File: config.mk
export PLATFORM = sky130hd
export DESIGN_NAME = modexp_ctrl
export DESIGN_NICKNAME = d
export VERILOG_FILES = /design/src/rtl/modexp_pkg.sv /design/src/rtl/modexp_ctrl_operand_bank.sv /design/src/rtl/modexp_ctrl.sv
export SDC_FILE = /design/constraint.sdc
export NUM_CORES = 1
export LEC_CHECK = 0
export CORE_MARGIN = 5
export CORE_UTILIZATION = 35
export DETAILED_ROUTE_END_ITERATION = 6
export GPL_TIMING_DRIVEN = 0
export PLACE_DENSITY = 0.66
export SYNTH_ARGS = -nofsm -noshare
export SYNTH_HDL_FRONTEND = slang
export SYNTH_SLANG_ARGS = --single-unit
File: constraint.sdc
create_clock -name clk -period 2.7 [get_ports clk]
set_input_delay 0.54 -clock clk [delete_from_list [all_inputs] [get_ports clk]]
set_output_delay 0.54 -clock clk [all_outputs]
set_load 0.05 [all_outputs]
File: src/rtl/modexp_pkg.sv
// Shared types and constants for the modular-exponentiation controller.
package modexp_pkg;

  localparam int DEFAULT_W = 16;

  localparam logic [1:0] SLOT_C = 2'd0;
  localparam logic [1:0] SLOT_D = 2'd1;
  localparam logic [1:0] SLOT_N = 2'd2;

  typedef enum logic [2:0] {
    ST_IDLE,
    ST_CHECK,
    ST_MUL,
    ST_SQR,
    ST_DONE,
    ST_ERR
  } state_t;

endpackage

File: src/rtl/modexp_ctrl_operand_bank.sv
// Operand storage for C, D and N: round-robin load slot plus a mux that
// selects the most recently written slot for display.
module operand_bank
  import modexp_pkg::*;
#(
  parameter int W = DEFAULT_W
) (
  input  logic         clk,
  input  logic         rst_n,
  input  logic         load,
  input  logic [W-1:0] sw,
  output logic [W-1:0] op_c,
  output logic [W-1:0] op_d,
  output logic [W-1:0] op_n,
  output logic [W-1:0] last,
  output logic [1:0]   load_idx
);

  always_ff @(posedge clk or negedge rst_n) begin
    if (!rst_n) begin
      op_c     <= '0;
      op_d     <= '0;
      op_n     <= '0;
      load_idx <= SLOT_C;
    end else if (load) begin
      case (load_idx)
        SLOT_C:  op_c <= sw;
        SLOT_D:  op_d <= sw;
        default: op_n <= sw;
      endcase
      load_idx <= (load_idx == SLOT_N) ? SLOT_C : load_idx + 2'd1;
    end
  end

  // The slot written last is the one just behind the load pointer.
  always_comb begin
    case (load_idx)
      SLOT_C:  last = op_n;
      SLOT_D:  last = op_c;
      default: last = op_d;
    endcase
  end

endmodule

File: src/rtl/modexp_ctrl.sv
// Right-to-left square-and-multiply sequencer driving an external mod_mult unit.
// Optional MODEXP_CYCLE_COUNT_EN adds a saturating busy-cycle counter (cyc_cnt).
module modexp_ctrl
  import modexp_pkg::*;
#(
  parameter int W = DEFAULT_W
) (
  input  logic         clk,
  input  logic         rst_n,
  input  logic         load_p,
  input  logic         start_p,
  input  logic         show_p,
  input  logic [W-1:0] sw,
  output logic [W-1:0] led,
  output logic [1:0]   load_idx,
  output logic         busy,
  output logic         done,
  output logic         err,
  output logic         mm_req,
  output logic [W-1:0] mm_a,
  output logic [W-1:0] mm_b,
  output logic [W-1:0] mm_n,
`ifdef MODEXP_CYCLE_COUNT_EN
  output logic [31:0]  cyc_cnt,
`endif
  input  logic         mm_ack,
  input  logic [W-1:0] mm_p
);

  state_t       state, state_nx;
  logic [W-1:0] op_c, op_d, op_n, last;
  logic [W-1:0] base, exp_r, acc, result, exp_half;
  logic         led_sel, req;
  logic         idle_like, start_ok, load_ok, show_ok, bad, ack_ok;

  assign idle_like = (state == ST_IDLE) || (state == ST_DONE) || (state == ST_ERR);
  assign start_ok  = start_p && idle_like;
  assign load_ok   = load_p && !start_p && idle_like;
  assign show_ok   = show_p && !start_p && !load_p && (state == ST_DONE);
  assign bad       = (op_n == '0) || (op_c >= op_n);
  assign ack_ok    = req && mm_ack;
  assign exp_half  = exp_r >> 1;

  operand_bank #(.W(W)) u_bank (
    .clk      (clk),
    .rst_n    (rst_n),
    .load     (load_ok),
    .sw       (sw),
    .op_c     (op_c),
    .op_d     (op_d),
    .op_n     (op_n),
    .last     (last),
    .load_idx (load_idx)
  );

  always_ff @(posedge clk or negedge rst_n) begin
    if (!rst_n) state <= ST_IDLE;
    else        state <= state_nx;
  end

  always_comb begin
    state_nx = state;
    case (state)
      ST_IDLE, ST_DONE, ST_ERR: begin
        if (start_ok)     state_nx = bad ? ST_ERR : ST_CHECK;
        else if (load_ok) state_nx = ST_IDLE;
      end
      ST_CHECK: begin
        if (exp_r == '0)        state_nx = ST_DONE;
        else if (exp_r[0])      state_nx = ST_MUL;
        else if (exp_half != '0) state_nx = ST_SQR;
        else                    state_nx = ST_DONE;
      end
      ST_MUL: if (ack_ok) state_nx = (exp_half != '0) ? ST_SQR : ST_DONE;
      ST_SQR: if (ack_ok) state_nx = ST_CHECK;
      default: state_nx = ST_IDLE;
    endcase
  end

  // Datapath and registered status flags; flags track the next state so
  // they line up with the state register.
  always_ff @(posedge clk or negedge rst_n) begin
    if (!rst_n) begin
      base    <= '0;
      exp_r   <= '0;
      acc     <= '0;
      result  <= '0;
      led_sel <= 1'b0;
      req     <= 1'b0;
      busy    <= 1'b0;
      done    <= 1'b0;
      err     <= 1'b0;
    end else begin
      if (start_ok && !bad) begin
        base  <= op_c;
        exp_r <= op_d;
        acc   <= (op_n == W'(1)) ? '0 : W'(1);
      end
      if (state == ST_CHECK && exp_r != '0 && !exp_r[0]) exp_r <= exp_half;
      if (state == ST_MUL && ack_ok) begin
        acc   <= mm_p;
        exp_r <= exp_half;
      end
      if (state == ST_SQR && ack_ok) base <= mm_p;

      // Request is raised one cycle into MUL/SQR and dropped after the ack.
      if (ack_ok)                                   req <= 1'b0;
      else if (state == ST_MUL || state == ST_SQR)  req <= 1'b1;

      if (state_nx == ST_DONE && state != ST_DONE) begin
        result  <= (state == ST_MUL) ? mm_p : acc;
        led_sel <= 1'b1;
      end else if (load_ok) begin
        led_sel <= 1'b0;
      end else if (show_ok) begin
        led_sel <= !led_sel;
      end

      busy <= (state_nx == ST_CHECK) || (state_nx == ST_MUL) || (state_nx == ST_SQR);
      done <= (state_nx == ST_DONE);
      err  <= (state_nx == ST_ERR);
    end
  end

`ifdef MODEXP_CYCLE_COUNT_EN
  always_ff @(posedge clk or negedge rst_n) begin
    if (!rst_n)                       cyc_cnt <= '0;
    else if (start_ok)                cyc_cnt <= '0;
    else if (busy && cyc_cnt != '1)   cyc_cnt <= cyc_cnt + 32'd1;
  end
`endif

  assign mm_req = req;
  assign mm_a   = req ? ((state == ST_MUL) ? acc : base) : '0;
  assign mm_b   = req ? base : '0;
  assign mm_n   = req ? op_n : '0;
  assign led    = led_sel ? result : last;

endmodule
==> impl_results.rst, run 1 <==
.. list-table::
   :header-rows: 1

   * - Metric
     - Value
   * - Setup skew after layout
     - between 0.01 and 0.015 ns
   * - Mean number of vias per cell
     - 5.34
   * - Detailed Route WL
     - 21600 um
   * - Peak fanout along the critical path
     - 10
   * - Dominant register cell in the synthesized netlist
     - dfrtp_1
   * - Die area
     - 21800 um2
   * - Post-synthesis sequential area ratio
     - 46.1%
   * - Clock tree from TritonCTS
     - yes
   * - Area share of and/or/nand/nor cells after synthesis
     - about 18%
   * - Total Nets Final
     - 887
   * - Result of the run
     - complete, but fails checks
   * - Clock transition at path regs
     - 0.06 ns
   * - Synthesized instance count
     - 700
   * - Adder-cell share of the synthesized area
     - 3.02%
   * - Post-route antenna net violation count
     - 0
   * - Detail Placement HPWL
     - 15900 um
   * - Layout area overhead
     - 31.9%
   * - Fraction of final layout cells sized beyond drive strength 1
     - a little under a quarter
   * - Critical Path Slowest Stage Cell
     - nor3b_2
   * - Maximum count of clock buffers along a single path
     - 2
   * - Multiplexer fraction of the synthesized cell area
     - 16.6%
   * - Library cell occupying the most area in the post-synthesis netlist
     - dfrtp_1
   * - TritonCTS buffer count
     - 17
   * - Remaining Overflow, GRT
     - 0
   * - Total of max-cap violations
     - 0
   * - Global-route wire length before repair
     - roughly 34000 um
   * - Number of nets produced by synthesis
     - 754
   * - Starting DRT DRC Count
     - between 500 and 600
   * - Ys async rst share
     - 100%
   * - Peak per-stage delay on the critical path
     - 0.80 ns
   * - Number of antenna violations at the first check in global routing
     - 0
   * - Relative slew margins
     - 43.9%
   * - Remaining routing DRC violations
     - 0
   * - Maximum number of pins on one net before global-route repair
     - 79
   * - Worst setup path start
     - state[0]
   * - Via count
     - 5777
   * - Initial DRT Pass Iterations
     - 5
   * - Avg Synthesized Cell Area
     - 9.46 um2
   * - Cell type with the highest occurrence count on the critical path
     - buf_4
   * - Final-report setup violation count
     - 9
   * - All-Layer GR Usage
     - 20.2%
   * - Final design area excluding fillers
     - 8730 um2
   * - Register bit total from synthesis
     - 122
   * - Critical Path End Type
     - register
   * - Tightest Pin Transition
     - between 0.8 and 0.9 ns
   * - Kind of critical path
     - register to register
   * - Top Ports
     - 108
   * - Height of the chip
     - 148 um
   * - Compound-Gate Fraction of Synth Area
     - 12.2%
   * - Setup crit end
     - u_bank.op_d[8]
   * - Startpoint of the lowest-slack register-to-register path
     - state[0]
   * - Maximum operating frequency
     - 365 MHz
   * - Register-to-register setup slack
     - -0.04 ns
   * - Std-Cell Core Area
     - 18600 um2
   * - Minimum clock period
     - 2.74 ns
   * - Number of buffers inserted by hold repair at cts
     - 0
   * - Xor and xnor area share after synthesis
     - 0.265%
   * - Worst flop-to-flop path endpoint
     - u_bank.op_d[8]
   * - Combinational family with the most area after synthesis
     - simple AND/OR/NAND/NOR gates
   * - Final number of max-transition violations
     - 0
   * - Placed Cells
     - 1042
   * - Clock Latency Late Sink
     - 0.43 ns
   * - Number of synthesis warnings
     - 0
   * - Total number of H-tree levels
     - 4
   * - Placed cell area
     - about 8000 um2
   * - Series of cell instances along the critical path
     - buf_4, nor2b_1, nor2_1, nand3b_1, nor3b_2, buf_4, mux2_2
   * - FP Rows
     - 50
   * - Routed wire length per instance
     - 19.9 um
   * - Width of the die
     - 148 um
   * - Setup repair after global routing missed its margin
     - yes
   * - Filler cell count
     - 1804
   * - Effective utilization at floorplan
     - 35.5%
   * - DP Worst Slack
     - -0.600 ns
   * - Required time of the worst setup path
     - 3.01 ns
   * - Footprint of the flip-flops and latches
     - between 3000 and 4000 um2
   * - Clock root cell
     - clkbuf_16
   * - Non-filler instance count after layout
     - ~1100
   * - Routability congestion estimate
     - 0.893
   * - Area share of the largest cell type after synthesis
     - 46.1%
   * - Part of the cycle the worst path needs
     - 102%
   * - Crit path arrival time
     - a little over 3 ns
   * - Cell types occupying the most area after synthesis
     - dfrtp_1 46%, mux2_2 9.2%, nand2_1 7.5%
   * - Vias in the first global route
     - 5854
   * - Cell Area, Synth
     - 6620 um2
   * - Sinks on Clock Net
     - 122
   * - Final hold vios
     - 0
   * - EDFF count, synth
     - 0
   * - Number of buffers inserted by port buffering
     - 107
   * - Area of the multi-input gates
     - 3340 um2
   * - Failing checks
     - setup timing
   * - R2R depth
     - 7
   * - Worst-case setup margin in the final layout
     - -0.0420 ns
   * - Kind of start point of the critical path
     - register
   * - Synth cell types
     - 48
   * - Worst hold-check path type
     - primary input to async pin
[Yosys cell counts, types with 2 or more instances]
master and count:
a21boi_0 16, inv_1 23, nor4_1 4, nor2b_1 2, nand2_1 133, nor4_2 3, nand3_1 2, a21oi_1 38
nor2_1 62, ha_1 16, mux2i_1 34, nor3_1 3, buf_4 4, xnor2_1 2, mux2_2 54, a31oi_1 16
buf_2 5, dfrtp_1 122, buf_1 4, a21o_1 3, o21ai_0 53, clkbuf_1 28, nand4_1 7, and2_1 33
mux2_4 10
[layout make-up]
cell class | count | area share [%]
multi-input cells | 512 | 38.2
flip-flops and latches | 122 | 35.0
clock inverters | 11 | 2.19
inverters | 23 | 0.989
plain buffers | 42 | 2.71
well taps | 234 | 3.35
clock buffers | 21 | 5.39
repair buffers | 115 | 12.2
diodes | 1 | 0.0287
[routing by layer]
metal	wire, um	GRT usage (%)	vias up
met5	0	0	-
met3	1240	3.65	36
met1	9720	28.0	2885
li1	-	-	2667
met4	635	8.20	0
met2	9960	31.4	189
[flip-flops by register name, summed over array words and instances (netlist names), 3 cells and up]
name,cells
u_bank.op_n,16
base,16
u_bank.op_c,16
acc,16
u_bank.op_d,16
state,3
result,16
exp_r,16
[critical path: cells and delay by family, from the launching register on]
family / cells / cell delay [ns]
multiplexers: 1 / 0.35
flip-flops: 1 / 0.35
buffers and inverters: 2 / 0.50
AND/OR/NAND/NOR: 4 / 1.41
[placed cells by master (no fill, tap or decap), types with 2 or more instances in the layout]
cell,n
o21ai_1,9
ha_1,16
nand2_1,132
inv_1,23
a21oi_1,38
nor4_1,4
xnor2_1,2
a21o_1,3
o21ai_2,8
and2_1,33
a21boi_1,15
clkbuf_16,17
clkbuf_8,4
buf_6,3
bufinv_16,5
dlygate4sd2_1,21
o21ai_0,37
nor3_1,3
mux2i_1,34
nand3_1,2
mux2_4,10
nor2b_1,2
dfrtp_1,122
nor2_1,61
a31oi_1,16
mux2_2,54
clkbuf_2,11
buf_2,20
clkinv_2,2
buf_4,20
nor4_2,3
clkdlybuf4s15_2,18
clkdlybuf4s50_1,42
clkinvlp_4,3
nand4_1,7
clkbuf_4,4
clkbuf_1,14
[kinds of logic after synthesis]
kind of cell | after synthesis
simple gates | 258
compound gates | 138
flops | 122
mux | 98
buf+inv | 66
fa+ha+maj | 16
xor+xnor | 2
[timing repair]
action | CTS | global route
buffers inserted | 2 | 5
resized for setup | 217 | 26
pin swaps | 1 | 1
setup endpoints to repair | 106 | 67
[stage by stage]
| stage | setup TNS, ns | hold WS [ns] | util [%] |
|---|---|---|---|
| after floorplan | -0.222 | 0.244 | - |
| after global placement | -509.70 | 0.514 | 43.0 |
| after detailed placement | -31.88 | 0.507 | 43.2 |
| after CTS | -0.0127 | 0.0569 | 46.6 |
| after global routing | -2.39 | 0.0732 | 46.8 |
| final | -0.319 | 0.0301 | 46.8 |
[worst min-delay path by stage]
stage / slack (ns) / endpoint / cells past startpoint
3_3_place_gp: 0.51 / base[0] / 1
3_5_place_dp: 0.51 / u_bank.op_c[1] / 1
5_1_grt: 0.07 / u_bank.op_c[1] / 1
4_1_cts: 0.06 / u_bank.op_c[1] / 1
6_report: 0.03 / u_bank.op_c[1] / 1
2_1_floorplan: 0.24 / acc[0] / 0
Power of run 1 is left out: the tool's default activity adds up to more than one toggle a clock period on the data nets, which glitch-free logic cannot reach.
==> inputs of run 2 (changes only) <==
Settings changed: SYNTH_HIERARCHICAL set to 1.
Clock period 2.7 ns to 2.6 ns, I/O delays scaled along.
==> impl_results.rst, run 2 <==
.. list-table::
   :header-rows: 1

   * - Metric
     - Value
   * - Peak fanout along the critical path
     - 5 (-5)
   * - Part of the cycle the worst path needs
     - 97.9% (-3.6 points)
   * - Result of the run
     - finished, final reports clean
   * - Detailed Route WL
     - 19700 um (-8.7%)
   * - Footprint of the flip-flops and latches
     - 3060 um2 (about the same)
   * - Total number of H-tree levels
     - 4 (unchanged)
   * - Clock root cell
     - clkbuf_16
   * - Height of the chip
     - 148 um (+0.19%)
   * - Final hold slack
     - 0.0164 ns (-0.0137 ns)
   * - Die area
     - 21900 um2 (+0.39%)
   * - Avg Synthesized Cell Area
     - 10.4 um2 (+9.8%)
   * - Register bit total from synthesis
     - 122 (unchanged)
   * - Maximum operating frequency
     - 393 MHz (+7.7%)
   * - Minimum clock period
     - 2.55 ns (-0.196 ns)
   * - Via count
     - 5300 (-8.3%)
   * - Final-report setup violation count
     - 0 (-9)
   * - Clock Latency Late Sink
     - 0.42 ns (about the same)
   * - Mean number of vias per cell
     - 5.16 (-3.5%)
   * - TritonCTS buffer count
     - 17 (unchanged)
   * - Commonest cells post-synth
     - 122 x dfrtp_1, 110 x nand2_1, 78 x mux2_2, 53 x o21ai_0, 35 x and2_1
   * - Setup skew after layout
     - 0.00833 ns (-0.00279 ns)
   * - Kind of start point of the critical path
     - register
   * - Layout area overhead
     - 31.1%
   * - Width of the die
     - 148 um (+0.19%)
   * - Library cell occupying the most area in the post-synthesis netlist
     - dfrtp_1
   * - Maximum number of pins on one net before global-route repair
     - 82 (+3.8%)
   * - Initial DRT Pass Iterations
     - 5 (unchanged)
   * - Total of max-cap violations
     - 0 (unchanged)
   * - Area of the multi-input gates
     - 3430 um2 (+2.9%)
   * - Dominant register cell in the synthesized netlist
     - dfrtp_1
   * - Fraction of final layout cells sized beyond drive strength 1
     - 28.1% (+4.9 points)
   * - Required time of the worst setup path
     - 2.90 ns (-0.11 ns)
   * - Routed wire length per instance
     - 19.1 um (-4.0%)
   * - Post-route antenna net violation count
     - 0 (unchanged)
   * - Final number of max-transition violations
     - 0 (unchanged)
   * - All-Layer GR Usage
     - 18.4% (-1.8 points)
   * - Global-route wire length before repair
     - 31200 um (-7.5%)
   * - Std-Cell Core Area
     - 18700 um2 (+0.34%)
   * - Final hold vios
     - 0 (unchanged)
   * - Cell Area, Synth
     - 6650 um2 (+0.42%)
   * - Largest delay contributor family on the critical path
     - compound AO/OA/AOI/OAI gates
   * - Cell types occupying the most area after synthesis
     - dfrtp_1 46%, mux2_2 13%, nand2_1 6.2%
   * - Clock tree from TritonCTS
     - yes
   * - Ys async rst share
     - 100% (unchanged)
   * - Maximum count of clock buffers along a single path
     - 2 (unchanged)
   * - Most repeated cell in the gate-level netlist after synthesis
     - dfrtp_1
   * - FP Rows
     - 50 (unchanged)
   * - Crit path arrival time
     - 2.85 ns (-0.20 ns)
   * - Remaining routing DRC violations
     - 0 (unchanged)
   * - Worst Path Buf+Inv
     - 2 (unchanged)
   * - Series of cell instances along the critical path
     - inv_1, ha_1, a21oi_1, o21ai_0, a22oi_1, nand3_2, a21oi_4, buf_4, mux2_2
   * - Effective utilization at floorplan
     - 35.6% (about the same)
   * - N_diodes
     - 0 (-1)
   * - Number of nets produced by synthesis
     - 694 (-8.0%)
   * - Top Ports
     - 108 (unchanged)
   * - Number of synthesis warnings
     - 6 (+6)
   * - Synth cell types
     - 51 (+6.3%)
   * - Number of antenna violations at the first check in global routing
     - 0 (unchanged)
   * - Filler cell count
     - 1740 (-3.5%)
   * - Critical Path Slowest Stage Cell
     - dfrtp_1
   * - Number of buffers inserted by hold repair at cts
     - 0 (unchanged)
   * - Worst hold-check path type
     - primary input to async pin
   * - Synthesized instance count
     - 640 (-8.6%)
   * - Leading cell type in the layout, fill and taps excluded
     - dfrtp_1
   * - Starting DRT DRC Count
     - 488 (-5.2%)
   * - Area share of the largest cell type after synthesis
     - 45.9% (-0.19 points)
   * - Clock transition at path regs
     - 0.06 ns (about the same)
   * - Final design area excluding fillers
     - 8720 um2 (-0.14%)
   * - Total Nets Final
     - 835 (-5.9%)
   * - Number of buffers inserted by port buffering
     - 107 (unchanged)
   * - Relative slew margins
     - 49.4% (+5.5 points)
   * - Vias in the first global route
     - 5353 (-8.6%)
   * - EDFF count, synth
     - 0 (unchanged)
   * - Detail Placement HPWL
     - 14900 um (-6.5%)
   * - Commonest non-fill, non-tap cells in the layout
     - 120 x dfrtp_1, 110 x nand2_1, 78 x mux2_2
   * - Routability congestion estimate
     - 0.884 (-0.94%)
   * - Tightest Pin Transition
     - 0.760 ns (-0.0787 ns)
   * - Critical Path End Type
     - register
   * - Post-synthesis sequential area ratio
     - 45.9% (-0.19 points)
   * - Peak per-stage delay on the critical path
     - 0.41 ns (-0.39 ns)
   * - Placed cell area
     - 8080 um2 (+0.39%)
   * - Sinks on Clock Net
     - 122 (unchanged)
   * - Remaining Overflow, GRT
     - 0 (unchanged)
   * - Kind of critical path
     - register to register
   * - Utilization after layout
     - 46.6% (-0.22 points)
## run 2: worst paths after layout
kind                                  endpoint  cells after the start  slack [ns]             from
worst max-delay path                   base[2]                      9        0.05  u_bank/op_n[11]
worst min-delay path            u_bank/op_n[1]                      1        0.02            rst_n
worst max register to register         base[2]                      9        0.05  u_bank/op_n[11]
worst min register to register      result[13]                      2        0.49       result[13]
max in group asynchronous       u_bank/op_n[9]                      2        1.83            rst_n
min in group clk                    result[13]                      2        0.49       result[13]
## run 2: cell families after synthesis
| family | synth area share (%) |
|---|---|
| simple gates | 16.0 |
| flops | 45.9 |
| compound gates | 12.3 |
| mux | 18.8 |
| buf+inv | 3.84 |
| fa+ha+maj | 3.01 |
| xor+xnor | 0.132 |
## run 2: timing repair
item / 4_1_cts / 5_1_grt
resized for setup: 226 / 57
pin swaps: 2 / 2
endpoints found under the setup margin: 124 / 101
setup buffers: 6 / 10
## run 2: metal layers
metal / global-route usage, % / vias up / wire length (um)
li1: - / 2541 / -
met2: 29.5 / 152 / 9320
met4: 7.53 / 0 / 527
met1: 24.1 / 2575 / 8740
met3: 4.38 / 32 / 1080
met5: 0 / - / 0
## run 2: area by class of cell
type	count	share of cell area, %
sequential	122	35.0
clock inverter	7	0.746
buffer	35	2.45
clock buffer	25	5.68
inverter	22	0.947
tap	234	3.36
timing repair buffer	124	12.4
multi-input combinational	459	39.4
## run 2: through the flow
step,cells,setup TNS [ns],setup slack [ns]
2_1_floorplan,640,-0.117,-0.117
3_3_place_gp,981,-517.94,-3.98
3_5_place_dp,982,-35.64,-0.854
4_1_cts,1019,0,0.00712
5_1_grt,1028,-0.432,-0.0600
6_report,1028,0,0.0536
Power of run 2 is left out for the same reason.
==> inputs of run 3 (changes only) <==
Settings changed: PLACE_DENSITY 0.66 to 0.62, RECOVER_POWER set to 25.
==> impl_results.rst, run 3 (synthesis results as in run 2) <==
.. list-table::
   :header-rows: 1

   * - Metric
     - Value
   * - Clock transition at path regs
     - 0.05 ns (about the same)
   * - Worst hold-check path type
     - primary input to async pin
   * - Remaining routing DRC violations
     - 0 (unchanged)
   * - Fraction of final layout cells sized beyond drive strength 1
     - 28.8% (+0.67 points)
   * - Sinks on Clock Net
     - 122 (unchanged)
   * - Layout area overhead
     - 32.8%
   * - Die area
     - 21900 um2 (unchanged)
   * - Peak fanout along the critical path
     - 10 (+5)
   * - Total number of H-tree levels
     - 4 (unchanged)
   * - Routed wire length per instance
     - 19.0 um (-0.49%)
   * - Post-route antenna net violation count
     - 0 (unchanged)
   * - R2R depth
     - 8 (-1)
   * - Commonest non-fill, non-tap cells in the layout
     - 117 x dfrtp_1, 110 x nand2_1, 78 x mux2_2
   * - Clock tree from TritonCTS
     - yes
   * - Clock root cell
     - clkbuf_16
   * - Final number of max-transition violations
     - 0 (unchanged)
   * - Result of the run
     - finished, final reports clean
   * - Final hold vios
     - 0 (unchanged)
   * - Worst flop-to-flop path endpoint
     - base[7]
   * - Part of the cycle the worst path needs
     - 99.4% (+1.4 points)
   * - Kind of critical path
     - register to primary output
   * - Critical Path End Type
     - primary output
   * - Width of the die
     - 148 um (unchanged)
   * - Maximum number of pins on one net before global-route repair
     - 75 (-8.5%)
   * - Number of buffers inserted by hold repair at cts
     - 0 (unchanged)
   * - Maximum operating frequency
     - 387 MHz (-1.4%)
   * - N_diodes
     - 0 (unchanged)
   * - Kind of start point of the critical path
     - register
   * - Setup skew after layout
     - 0.00650 ns (-0.00183 ns)
   * - DP Worst Slack
     - -0.817 ns (+0.0374 ns)
   * - Startpoint of the lowest-slack register-to-register path
     - u_bank/op_c[9]
   * - Global-route wire length before repair
     - 31000 um (-0.56%)
   * - Starting DRT DRC Count
     - 365 (-25%)
   * - Effective utilization at floorplan
     - 35.6% (unchanged)
   * - Tightest Pin Transition
     - 1.33 ns (+0.573 ns)
   * - Detailed Route WL
     - 19600 um (-0.58%)
   * - Final-report setup violation count
     - 0 (unchanged)
   * - Required time of the worst setup path
     - 2.08 ns (-0.82 ns)
   * - Crit path arrival time
     - 2.06 ns (-0.79 ns)
   * - Detail Placement HPWL
     - 14700 um (-0.97%)
   * - Worst-case setup margin in the final layout
     - 0.0165 ns (-0.0372 ns)
   * - All-Layer GR Usage
     - 18.4% (-0.067 points)
   * - Minimum clock period
     - 2.58 ns (+0.0372 ns)
   * - Height of the chip
     - 148 um (unchanged)
   * - Setup repair after global routing missed its margin
     - yes
   * - Top Ports
     - 108 (unchanged)
   * - Clock Latency Late Sink
     - 0.42 ns (about the same)
   * - Total of max-cap violations
     - 0 (unchanged)
   * - Std-Cell Core Area
     - 18700 um2 (unchanged)
   * - Initial DRT Pass Iterations
     - 4 (-1)
   * - TritonCTS buffer count
     - 17 (unchanged)
   * - Register-to-register setup slack
     - 0.05 ns (about the same)
   * - Number of buffers inserted by port buffering
     - 107 (unchanged)
   * - Vias in the first global route
     - 5306 (-0.88%)
   * - Total Nets Final
     - 835 (unchanged)
   * - FP Rows
     - 50 (unchanged)
   * - Mean number of vias per cell
     - 5.09 (-1.4%)
   * - Remaining Overflow, GRT
     - 0 (unchanged)
   * - Leading cell type in the layout, fill and taps excluded
     - dfrtp_1
   * - Via count
     - 5223 (-1.5%)
   * - Number of antenna violations at the first check in global routing
     - 0 (unchanged)
   * - Routability congestion estimate
     - 0.840 (-5.0%)
   * - Maximum count of clock buffers along a single path
     - 2 (unchanged)
   * - Relative slew margins
     - 11.1% (-38 points)
## run 3: area by class of cell
cell class                 instances  area (um2)
buffer                            36         226
clock buffer                      23         478
clock inverter                     8         165
fill                            1757        9870
inverter                          22        82.6
multi-input combinational        459        3420
sequential                       122        3060
tap                              234         293
timing repair buffer             123        1100
## run 3: worst max-delay path, cell delays in order, from the launching register on
cell	delay [ns]
dfrtp_1	0.36
buf_2	0.23
buf_2	0.25
o21ai_0	0.15
mux2_2	0.31
clkdlybuf4s15_2	0.34
## run 3: worst max-delay path by stage
stage | end | cells after the start | slack, ns | startpoint
5_1_grt | led[13] | 6 | -0.07 | u_bank/load_idx[1]
6_report | led[13] | 5 | 0.02 | u_bank/load_idx[1]
3_3_place_gp | acc[10] | 1 | -3.99 | rst_n
3_5_place_dp | mm_a[9] | 7 | -0.82 | state[1]
2_1_floorplan | mm_a[10] | 6 | -0.12 | state[1]
4_1_cts | mm_a[9] | 7 | 0.004 | state[2]
## run 3: through the flow
stage	setup TNS, ns	area, um2	instances	utilization (%)	hold WS (ns)
2_1_floorplan	-0.117	6680	640	-	0.224
3_3_place_gp	-521.11	8050	981	43.0	0.467
3_5_place_dp	-36.66	8080	982	43.2	0.474
4_1_cts	0	8690	1017	46.4	0.0559
5_1_grt	-0.133	8830	1027	47.2	0.501
6_report	0	8830	1027	47.2	0.393
## run 3: repair_timing
action / in CTS / in global routing
gates resized for setup: 229 / 46
buffers inserted: 5 / 10
setup endpoints to repair: 124 / 52
pin swaps: 2 / 4
## run 3: per-layer routing
| metal | GRT usage [%] | vias up | share of wire (%) |
|---|---|---|---|
| met5 | 0 | - | 0 |
| met1 | 24.9 | 2538 | 46 |
| met4 | 6.19 | 0 | 1.9 |
| met3 | 4.17 | 23 | 5.3 |
| li1 | - | 2532 | - |
| met2 | 29.2 | 130 | 47 |
Power of run 3 is left out for the same reason.
